--- src/rtl/spi_command_decoder_pkg.sv ---
// Shared definitions for the SPI command decoder: FSM encoding, command byte
// layout and the idle levels of the synchronised SPI-side inputs.
package spi_command_decoder_pkg;

  localparam int unsigned DATA_W             = 8;
  localparam int unsigned READ_FLAG_BIT      = 7;
  localparam int unsigned DEFAULT_ADDR_WIDTH = 7;

  // Levels the synchronisers hold while the SPI bus is quiet.
  localparam logic CS_IDLE = 1'b1;
  localparam logic TC_IDLE = 1'b0;

  typedef enum logic [1:0] {
    ST_IDLE  = 2'd0,
    ST_CMD   = 2'd1,
    ST_WRITE = 2'd2,
    ST_READ  = 2'd3
  } state_e;

endpackage

--- src/rtl/spi_command_decoder_sync_edge_detector.sv ---
// Multi-flop synchroniser with a history flop; emits the synced level and
// single-cycle registered rise/fall events.
module sync_edge_detector #(
  parameter int unsigned SyncStages = 2,
  parameter logic        IdleLevel  = 1'b0
) (
  input  logic clk,
  input  logic rst_n,
  input  logic d_i,
  output logic level_o,
  output logic rise_o,
  output logic fall_o
);

  logic [SyncStages-1:0] sync_q;
  logic                  hist_q;
  logic                  rise_q;
  logic                  fall_q;

  always_ff @(posedge clk) begin
    if (!rst_n) begin
      sync_q <= {SyncStages{IdleLevel}};
      hist_q <= IdleLevel;
      rise_q <= 1'b0;
      fall_q <= 1'b0;
    end else begin
      sync_q <= {sync_q[SyncStages-2:0], d_i};
      hist_q <= sync_q[SyncStages-1];
      rise_q <= sync_q[SyncStages-1] & ~hist_q;
      fall_q <= ~sync_q[SyncStages-1] & hist_q;
    end
  end

  assign level_o = sync_q[SyncStages-1];
  assign rise_o  = rise_q;
  assign fall_o  = fall_q;

endmodule

--- src/rtl/spi_command_decoder.sv ---
// Decodes SPI command/data bytes into register-bank write strobes and
// read-back data with auto-incrementing, wrapping addresses.
module spi_command_decoder
  import spi_command_decoder_pkg::*;
#(
  parameter int unsigned SyncStages = 2,
  parameter int unsigned AddrWidth  = DEFAULT_ADDR_WIDTH
) (
  input  logic              clk,
  input  logic              rst_n,
  input  logic              cs_n_i,
  input  logic              transfer_complete_i,
  input  logic [DATA_W-1:0] rx_data_i,
  input  logic [DATA_W-1:0] read_data_i,
  output logic [DATA_W-1:0] address_bus_o,
  output logic [DATA_W-1:0] data_out_o,
  output logic              write_n_o,
  output logic [DATA_W-1:0] tx_data_o,
  output logic              busy_o
);

  logic cs_level, cs_rise, cs_fall;
  logic tc_level, byte_evt, tc_fall;

  sync_edge_detector #(.SyncStages(SyncStages), .IdleLevel(CS_IDLE)) u_cs_sync (
    .clk     (clk),
    .rst_n   (rst_n),
    .d_i     (cs_n_i),
    .level_o (cs_level),
    .rise_o  (cs_rise),
    .fall_o  (cs_fall)
  );

  sync_edge_detector #(.SyncStages(SyncStages), .IdleLevel(TC_IDLE)) u_tc_sync (
    .clk     (clk),
    .rst_n   (rst_n),
    .d_i     (transfer_complete_i),
    .level_o (tc_level),
    .rise_o  (byte_evt),
    .fall_o  (tc_fall)
  );

  logic unused_sync;
  assign unused_sync = ^{cs_level, tc_level, tc_fall};

  state_e                 state_q, state_d;
  logic [AddrWidth-1:0]   addr_q, addr_d;
  logic [DATA_W-1:0]      data_q, data_d;
  logic [DATA_W-1:0]      tx_q, tx_d;
  logic                   write_n_q, write_n_d;
  logic                   busy_q, busy_d;
  logic                   inc_pend_q, inc_pend_d;
  logic                   load_pend_q, load_pend_d;

  always_ff @(posedge clk) begin
    if (!rst_n) begin
      state_q     <= ST_IDLE;
      addr_q      <= '0;
      data_q      <= '0;
      tx_q        <= '0;
      write_n_q   <= 1'b1;
      busy_q      <= 1'b0;
      inc_pend_q  <= 1'b0;
      load_pend_q <= 1'b0;
    end else begin
      state_q     <= state_d;
      addr_q      <= addr_d;
      data_q      <= data_d;
      tx_q        <= tx_d;
      write_n_q   <= write_n_d;
      busy_q      <= busy_d;
      inc_pend_q  <= inc_pend_d;
      load_pend_q <= load_pend_d;
    end
  end

  // A write advances the address one cycle after its strobe; a read address
  // change is followed one cycle later by a TX load from the bank.
  always_comb begin
    state_d     = state_q;
    addr_d      = addr_q;
    data_d      = data_q;
    tx_d        = tx_q;
    write_n_d   = 1'b1;
    inc_pend_d  = 1'b0;
    load_pend_d = 1'b0;

    if (inc_pend_q) addr_d = addr_q + AddrWidth'(1);
    if (load_pend_q) tx_d = read_data_i;

    case (state_q)
      ST_IDLE: begin
        if (cs_fall) state_d = ST_CMD;
      end
      ST_CMD: begin
        if (byte_evt) begin
          addr_d = rx_data_i[AddrWidth-1:0];
          if (rx_data_i[READ_FLAG_BIT]) begin
            state_d     = ST_READ;
            load_pend_d = 1'b1;
          end else begin
            state_d = ST_WRITE;
          end
        end
      end
      ST_WRITE: begin
        if (byte_evt) begin
          data_d     = rx_data_i;
          write_n_d  = 1'b0;
          inc_pend_d = 1'b1;
        end
      end
      ST_READ: begin
        if (byte_evt) begin
          addr_d      = addr_q + AddrWidth'(1);
          load_pend_d = 1'b1;
        end
      end
      default: state_d = ST_IDLE;
    endcase

    // Chip-select release closes the transaction after any same-cycle byte.
    if (cs_rise) state_d = ST_IDLE;

    busy_d = (state_d != ST_IDLE);
  end

  assign address_bus_o = DATA_W'(addr_q);
  assign data_out_o    = data_q;
  assign write_n_o     = write_n_q;
  assign tx_data_o     = tx_q;
  assign busy_o        = busy_q;

endmodule
--- config.mk ---
export PLATFORM = sky130hd
export DESIGN_NAME = spi_command_decoder
export DESIGN_NICKNAME = d
export VERILOG_FILES = /design/src/rtl/spi_command_decoder_pkg.sv /design/src/rtl/spi_command_decoder_sync_edge_detector.sv /design/src/rtl/spi_command_decoder.sv
export SDC_FILE = /design/constraint.sdc
export NUM_CORES = 1
export LEC_CHECK = 0
export BUFFER_PORTS_ARGS = -buffer_cell sky130_fd_sc_hd__buf_2
export CAP_MARGIN = 20
export CORE_ASPECT_RATIO = 1.75
export CORE_UTILIZATION = 40
export CTS_BUF_LIST = sky130_fd_sc_hd__clkbuf_4 sky130_fd_sc_hd__clkbuf_8
export DETAILED_ROUTE_END_ITERATION = 16
export PLACE_DENSITY_LB_ADDON = 0.08
export SKIP_CTS_REPAIR_TIMING = 1
export SLEW_MARGIN = 0
export SYNTH_ARGS = -nofsm -noshare
export SYNTH_HDL_FRONTEND = slang
export SYNTH_SLANG_ARGS = --single-unit
--- constraint.sdc ---
create_clock -name clk -period 1.4 [get_ports clk]
set_clock_uncertainty 0.15 [all_clocks]
set_input_delay 0.21 -clock clk [delete_from_list [all_inputs] [get_ports clk]]
set_output_delay 0.21 -clock clk [all_outputs]
set_load 0.01 [all_outputs]
==> flow_metrics.tcl, run 1 <==
set metrics [dict create \
    clock_path_buffers 2 \
    postSynthNetCount 179 \
    antennaDiodeCount 0 \
    layout_setup_ws_ps 18.6 \
    synth_top_area_cell "dfxtp_1" \
    r2r-start "addr_q[2]$_SDFF_PN0_" \
    gr-total-overflow 0 \
    dp_hpwl_mm 2.59 \
    antenna_found_initial 0 \
    arrival_ps 1390 \
    max_freq_mhz 724 \
    core_um2 3630 \
    ys.flop_type "dfxtp_1" \
    status "finished clean" \
    drc 0 \
    die_area_um2 4030 \
    dp_cells 250 \
    crit-reg2reg-capture "addr_q[6]$_SDFF_PN0_" \
    die_h_um 83.3 \
    die_w_um 48.4 \
    tritoncts "done" \
    drive_gt1_share_pct 39.4 \
    drtIter0Drc 19 \
    holdWs_ps 16.5 \
    clock-root-buffer "clkbuf_8" \
    cap_viol_max_count 0 \
    cts_max_level 2 \
    setup_violations 0 \
    cp-start-kind "flip-flop" \
    crit_path_end_kind "flip-flop" \
    firstDrtPassIters 5 \
    routed_wl_mm 3.32 \
    final_nets 235 \
    insertion_delay_ps 280 \
    grt_max_degree 17 \
    grt_util_all_layers_pct 17.3 \
    holdPathStages 3 \
    path_max_fanout 5 \
    seq_area_frac_synth_pct 50.4 \
    clkSlewWorstSetupHoldPaths_ps 70 \
    hold_end "tx_data_o[5]$_SDFFE_PN0P_" \
    rsz0062_at_grt "yes" \
    yosysWarnings 0 \
    synth_enable_flop_cells 0 \
    ant_nets 0 \
    cp-startpoint "addr_q[2]$_SDFF_PN0_" \
    rows 29 \
    finalPower_w 0.00199 \
    grt_pass1_wl_mm 5.31 \
    final_hold_viol_count 0 \
    post-place-ws_ps -32.8 \
    yosysTopAreaCellShare_pct 50.4 \
    drv_slew 0 \
    syn_inst 158 \
    synthDistinctLibCells 34 \
    port_buffers 44 \
    cts_buffers 5 \
    yosys-top-cells-area "dfxtp_1 50%, mux2i_1 11%, nor2_1 5.2%" \
    required_ps 1410 \
    hp-class "input pin to flip-flop" \
    ff2ff_setup_slack_ps 20 \
    routedWlPerCell_um 12.8 \
    leakagePower_nw 0.920 \
    layout_min_cycle_time_ps 1380 \
    worstSetupPathType "flip-flop to flip-flop" \
    cts.sinks 38 \
    final_cells 259 \
    io_pins 46 \
    via_per_inst 4.95 \
    p_per_area_nw_per_um2 988 \
    via_count 1281 \
    ys_ff_latch 38 \
    fin_crit_sh_pct 98.7 \
    hold_start "read_data_i[5]" \
    initial_utilization_pct 41.6 \
    avgSynthCellArea_um2 9.55 \
    gp_congestion 0.816 \
    vdd_drop_max_uv 902 \
    syn_to_final_growth_pct 33.3 \
    netlist_area_um2 1510 \
    ys_async_sr_fraction_pct 0 \
    first_global_vias 1212 \
    reg2reg_depth 4 \
]
==> where the power goes <==
group | switching (W) | total (W) | internal (W)
logic | 0.0000772 | 0.000158 | 0.0000810
clock network | 0.000329 | 0.000708 | 0.000379
registers | 0.0000168 | 0.00112 | 0.00110
==> how the worst max path moves through the flow <==
stage	endpoint	slack (ps)	depth (start not counted)
2_1_floorplan	addr_q[6]$_SDFF_PN0_	0.2	5
3_3_place_gp	addr_q[1]$_SDFF_PN0_	3	4
3_5_place_dp	addr_q[1]$_SDFF_PN0_	-30	4
4_1_cts	addr_q[1]$_SDFF_PN0_	-90	4
5_1_grt	addr_q[6]$_SDFF_PN0_	-70	4
6_report	addr_q[6]$_SDFF_PN0_	20	4
==> Yosys cell counts (2+ instances only) <==
| master | number |
|---|---|
| clkbuf_2 | 2 |
| xor2_1 | 2 |
| buf_4 | 2 |
| o21ai_0 | 3 |
| nand2_1 | 7 |
| xnor2_1 | 4 |
| nor3_1 | 7 |
| buf_2 | 4 |
| a21o_1 | 2 |
| nor2b_1 | 2 |
| nor2_1 | 21 |
| inv_1 | 4 |
| dfxtp_1 | 38 |
| nand4_1 | 6 |
| and2_1 | 3 |
| o21a_1 | 2 |
| a21oi_1 | 6 |
| nand3_1 | 2 |
| nand2b_1 | 6 |
| o31ai_1 | 2 |
| o22ai_1 | 2 |
| clkbuf_1 | 3 |
| mux2i_1 | 17 |
==> per-stage QoR <==
step                      TNS (ps)  instance area (um2)  utilization, %
final                            0                 2010            55.4
after floorplan                  0                 1520               -
after global placement           0                 1840            50.8
after global routing         -66.9                 2010            55.4
after detailed placement     -56.9                 1840            50.8
after CTS                     -116                 1930            53.1
==> sequential cells by signal, summed over array words and instances, names as in the netlist, 2 cells and up <==
signal,flops
data_out_o,8
tx_data_o,8
addr_q,7
state_q,2
u_cs_sync.sync_q,2
u_tc_sync.sync_q,2
==> cells in the final DEF (no fill, tap or decap), drive strengths merged <==
cell         count
nand3            2
and2             3
nor3             7
xor2             2
buf             58
or2              1
nor2b            2
o22ai            2
nand4            6
o31ai            2
conb             1
inv              4
and3             1
dfxtp           38
ha               1
nor2            21
o21ai            3
clkbuf           6
o22a             1
xnor2            4
nand2b           6
dlygate4sd3      2
a311oi           1
nand2            8
a2111oi          1
o21a             2
a21o             2
mux2             1
nand3b           1
mux2i           17
a21oi            6
o32ai            1
==> layout make-up <==
cell class / instances / area [um2]
fillers: 340 / 1620
flip-flops and latches: 38 / 785
multi-input cells: 105 / 713
repair buffers: 60 / 358
clock buffers: 6 / 82.6
well taps: 46 / 57.6
inverters: 4 / 15.0
==> worst max-delay path, cell delays in order (launching register included) <==
cell and delay [ps]:
dfxtp_4 370, nand4_1 190, o21a_1 220, o31ai_1 230, o22ai_1 110
==> routing by layer <==
metal | up-vias | track usage [%] | wire length (um)
li1 | 647 | - | -
met1 | 587 | 16.5 | 1220
met2 | 38 | 34.1 | 1920
met3 | 9 | 3.30 | 110
met4 | 0 | 8.02 | 66
met5 | - | 0 | 0
==> cells by family after synthesis <==
logic type | count (synthesis) | share of synthesized area [%]
xor+xnor | 6 | 3.48
mux | 18 | 12.0
fa+ha+maj | 1 | 0.829
flops | 38 | 50.4
compound gates | 21 | 9.53
buf+inv | 15 | 4.73
other cells | 1 | 0.249
simple gates | 58 | 18.7
No activity file was read; power rests on OpenSTA's default activity.
==> run 2, diff against run 1 <==
- CORE_UTILIZATION: 40 -> 47
==> flow_metrics.tcl, run 2 (synthesis gave the netlist of run 1 again) <==
set metrics [dict create \
    arrival_ps 1400 \
    die_w_um 44.8 \
    final_hold_viol_count 0 \
    die_h_um 77.0 \
    via_count 1306 \
    worstSetupPathType "flip-flop to flip-flop" \
    grt_pass1_wl_mm 5.23 \
    path_max_fanout 3 \
    drc 0 \
    crit_path_end_kind "flip-flop" \
    rows 26 \
    antenna_found_initial 0 \
    cts.sinks 38 \
    ant_nets 0 \
    port_buffers 44 \
    rsz0062_at_grt "yes" \
    crit_chain "nand4_1 -> buf_4 -> o21a_1 -> nor3_1 -> o32ai_1" \
    vdd_drop_max_uv 1010 \
    die_area_um2 3450 \
    placed_cell_area_um2 1860 \
    drive_gt1_share_pct 38.0 \
    routedWlPerCell_um 12.8 \
    max_freq_mhz 726 \
    cpMaxStageDelayCell "dfxtp_1" \
    drtIter0Drc 13 \
    crit_family "flip-flops" \
    gr-total-overflow 0 \
    via_per_inst 5.06 \
    setup_violations 0 \
    fin_crit_sh_pct 98.4 \
    fin_util_pct 67.7 \
    final_cells 258 \
    initial_utilization_pct 50.4 \
    clock_path_buffers 2 \
    final_area_um2 2030 \
    io_pins 46 \
    clkSlewWorstSetupHoldPaths_ps 80 \
    cp-start-kind "flip-flop" \
    gp_congestion 0.825 \
    firstDrtPassIters 5 \
    antennaDiodeCount 0 \
    status "finished clean" \
    mostFrequentLayoutCell "buf_2" \
    drv_slew 0 \
    clock-root-buffer "clkbuf_8" \
    p_per_area_nw_per_um2 1090 \
    cts_max_level 2 \
    insertion_delay_ps 290 \
    cap_viol_max_count 0 \
    fill_cells 264 \
    tns_ps 0 \
    dp_cells 247 \
    cts_buffers 5 \
    final_nets 236 \
    grt_util_all_layers_pct 21.0 \
    first_global_vias 1174 \
    crit_buf_inv 1 \
    syn_to_final_growth_pct 34.2 \
    required_ps 1420 \
    dp_hpwl_mm 2.49 \
    hp-class "input pin to flip-flop" \
    cpPeakStageDelay_ps 370 \
    layout_min_cycle_time_ps 1380 \
    leakagePower_nw 0.945 \
    grt_max_degree 21 \
    tritoncts "done" \
    core_um2 2990 \
    routed_wl_mm 3.30 \
    layout_common_cells "44 x buf_2, 31 x dfxtp_1, 21 x nor2_1" \
]
==> run 2: per-stage QoR <==
stage          hold slack, ps  setup WS (ps)  total power (W)
6_report                 14.8           22.6          0.00220
5_1_grt                  7.87          -46.4          0.00230
4_1_cts                 -47.1          -43.7          0.00222
3_5_place_dp              243          -27.7          0.00129
3_3_place_gp              238           7.42          0.00129
2_1_floorplan             161          0.182          0.00123
==> run 2: path summary, 6_finish.rpt <==
path	startpoint	to	slack, ps	cells after the start
setup / recovery	addr_q[3]$_SDFF_PN0_	addr_q[5]$_SDFF_PN0_	20	5
hold / removal	read_data_i[6]	tx_data_o[6]$_SDFFE_PN0P_	10	3
setup reg to reg	addr_q[3]$_SDFF_PN0_	addr_q[5]$_SDFF_PN0_	20	5
hold reg to reg	u_tc_sync.hist_q$_SDFF_PN0_	u_tc_sync.rise_o$_SDFF_PN0_	230	1
==> run 2: layout make-up <==
| type | instances | area [um2] | share of cell area, % |
|---|---|---|---|
| sequential | 38 | 774 | 38.2 |
| multi-input combinational | 105 | 692 | 34.2 |
| timing repair buffer | 61 | 378 | 18.7 |
| clock buffer | 6 | 76.3 | 3.77 |
| tap | 42 | 52.6 | 2.59 |
| clock inverter | 2 | 37.5 | 1.85 |
| inverter | 4 | 15.0 | 0.741 |
==> run 2: worst reg2reg max path: stages, from the launching register on <==
cell and delay, ps:
dfxtp_1 370, nand4_1 170, buf_4 180, o21a_1 160, nor3_1 120, o32ai_1 110
==> run 2: metal layers <==
metal  vias to the layer above  global-route usage [%]  wire length (um)  share of wire, %
met2                        39                    36.9              1780                54
met5                         -                       0                 0                 0
li1                        652                       -                 -                 -
met1                       609                    21.4              1280                39
met4                         0                    10.3               104               3.2
met3                         6                    5.88               131               4.0
==> run 2: power breakdown <==
part | switching (W) | total (W) | leakage, nW | internal, W
Combinational | 0.0000717 | 0.000150 | 0.579 | 0.0000778
Clock | 0.000378 | 0.000929 | 0.0548 | 0.000551
Sequential | 0.0000199 | 0.00112 | 0.312 | 0.00110
==> run 3, diff against run 2 <==
- RECOVER_POWER: default -> 25
- TNS_END_PERCENT: default -> 30
==> flow_metrics.tcl, run 3 (synthesis gave the netlist of run 1 again) <==
set metrics [dict create \
    status "finished clean" \
    r2r-start "addr_q[3]$_SDFF_PN0_" \
    grt_pass1_wl_mm 5.23 \
    die_area_um2 3450 \
    cts.sinks 38 \
    grt_max_degree 21 \
    final_hold_viol_count 0 \
    drv_slew 0 \
    crit-reg2reg-capture "addr_q[5]$_SDFF_PN0_" \
    tritoncts "done" \
    fin_crit_sh_pct 98.4 \
    ff2ff_setup_slack_ps 20 \
    core_um2 2990 \
    required_ps 1420 \
    die_w_um 44.8 \
    setup_violations 0 \
    die_h_um 77.0 \
    gp_congestion 0.825 \
    routedWlPerCell_um 12.7 \
    drc 0 \
    cp-start-kind "flip-flop" \
    mostFrequentLayoutCell "buf_2" \
    drtIter0Drc 11 \
    p_per_area_nw_per_um2 1080 \
    io_pins 46 \
    endpoint "addr_q[5]$_SDFF_PN0_" \
    cp-startpoint "addr_q[3]$_SDFF_PN0_" \
    ant_nets 0 \
    leakagePower_nw 0.943 \
    holdPathStages 3 \
    cts_buffers 5 \
    antennaDiodeCount 0 \
    cpPeakStageDelay_ps 370 \
    clock-root-buffer "clkbuf_8" \
    vdd_drop_max_uv 1010 \
    cts_max_level 2 \
    fill_cells 264 \
    routed_wl_mm 3.29 \
    path_max_fanout 3 \
    clock_path_buffers 2 \
    final_cells 258 \
    reg2reg_depth 5 \
    grt_util_all_layers_pct 21.0 \
    dp_hpwl_mm 2.49 \
    max_freq_mhz 726 \
    antenna_found_initial 0 \
    syn_to_final_growth_pct 34.2 \
    crit_chain "nand4_1 -> buf_4 -> o21a_1 -> nor3_1 -> o32ai_1" \
    rows 26 \
    initial_utilization_pct 50.4 \
    layout_common_cells "44 x buf_2, 31 x dfxtp_1, 21 x nor2_1" \
    insertion_delay_ps 290 \
    hp-class "input pin to flip-flop" \
    arrival_ps 1400 \
    worstSetupPathType "flip-flop to flip-flop" \
    gr-total-overflow 0 \
    cap_viol_max_count 0 \
    port_buffers 44 \
    first_global_vias 1174 \
    cpMaxStageDelayCell "dfxtp_1" \
    firstDrtPassIters 5 \
    final_nets 236 \
    holdWs_ps 15.5 \
    layout_min_cycle_time_ps 1380 \
    via_per_inst 5.07 \
    dp_cells 247 \
    clkSlewWorstSetupHoldPaths_ps 80 \
    drive_gt1_share_pct 38.0 \
    via_count 1309 \
    rsz0062_at_grt "yes" \
    crit_path_end_kind "flip-flop" \
]
run 3: cell counts in the layout (fill, tap and decap cells not counted):
No cell type changed its count.
run 3: how the worst min path moves through the flow:
stage | startpoint | endpoint | slack, ps
after floorplan | cs_n_i | u_cs_sync.sync_q[0]$_SDFF_PN1_ | 160
after global placement | u_tc_sync.hist_q$_SDFF_PN0_ | u_tc_sync.rise_o$_SDFF_PN0_ | 240
after detailed placement | u_tc_sync.hist_q$_SDFF_PN0_ | u_tc_sync.rise_o$_SDFF_PN0_ | 240
after CTS | cs_n_i | u_cs_sync.sync_q[0]$_SDFF_PN1_ | -50
after global routing | read_data_i[3] | tx_data_o[3]$_SDFFE_PN0P_ | 8
final | read_data_i[6] | tx_data_o[6]$_SDFFE_PN0P_ | 20
run 3: power by group:
| part | internal [W] | switching (W) |
|---|---|---|
| logic | 0.0000775 | 0.0000717 |
| registers | 0.00110 | 0.0000200 |
| clock network | 0.000551 | 0.000375 |
| total | 0.00173 | 0.000466 |
run 3: final cells by class:
| cell class | instances | area [um2] | share of cell area, % |
|---|---|---|---|
| clock buffer | 6 | 76.3 | 3.77 |
| clock inverter | 2 | 37.5 | 1.85 |
| inverter | 4 | 15.0 | 0.741 |
| multi-input combinational | 105 | 692 | 34.2 |
| sequential | 38 | 774 | 38.2 |
| tap | 42 | 52.6 | 2.59 |
| timing repair buffer | 61 | 378 | 18.7 |
run 3: critical path, delay by kind of cell (launching register included):
| family | cells | cell delay [ps] |
|---|---|---|
| flops | 1 | 370 |
| simple gates | 2 | 290 |
| compound gates | 2 | 270 |
| buf+inv | 1 | 180 |
run 3: through the flow:
| step | cell area [um2] | power, W | utilization, % | TNS (ps) | worst slack [ps] |
|---|---|---|---|---|---|
| after floorplan | 1520 | 0.00123 | - | 0 | 0.182 |
| after global placement | 1860 | 0.00129 | 62.1 | 0 | 7.42 |
| after detailed placement | 1860 | 0.00129 | 62.1 | -27.7 | -27.7 |
| after CTS | 1970 | 0.00222 | 65.9 | -75.3 | -43.7 |
| after global routing | 2030 | 0.00230 | 67.7 | -90.0 | -46.4 |
| final | 2030 | 0.00220 | 67.7 | 0 | 22.8 |
run 3: layer usage:
metal	track usage [%]	vias to the layer above	part of all wire (%)	routed length, um
met2	36.9	41	54	1780
met3	5.88	6	4.1	135
met1	21.4	610	39	1270
li1	-	652	-	-
met4	10.3	0	3.2	104
met5	0	-	0	0
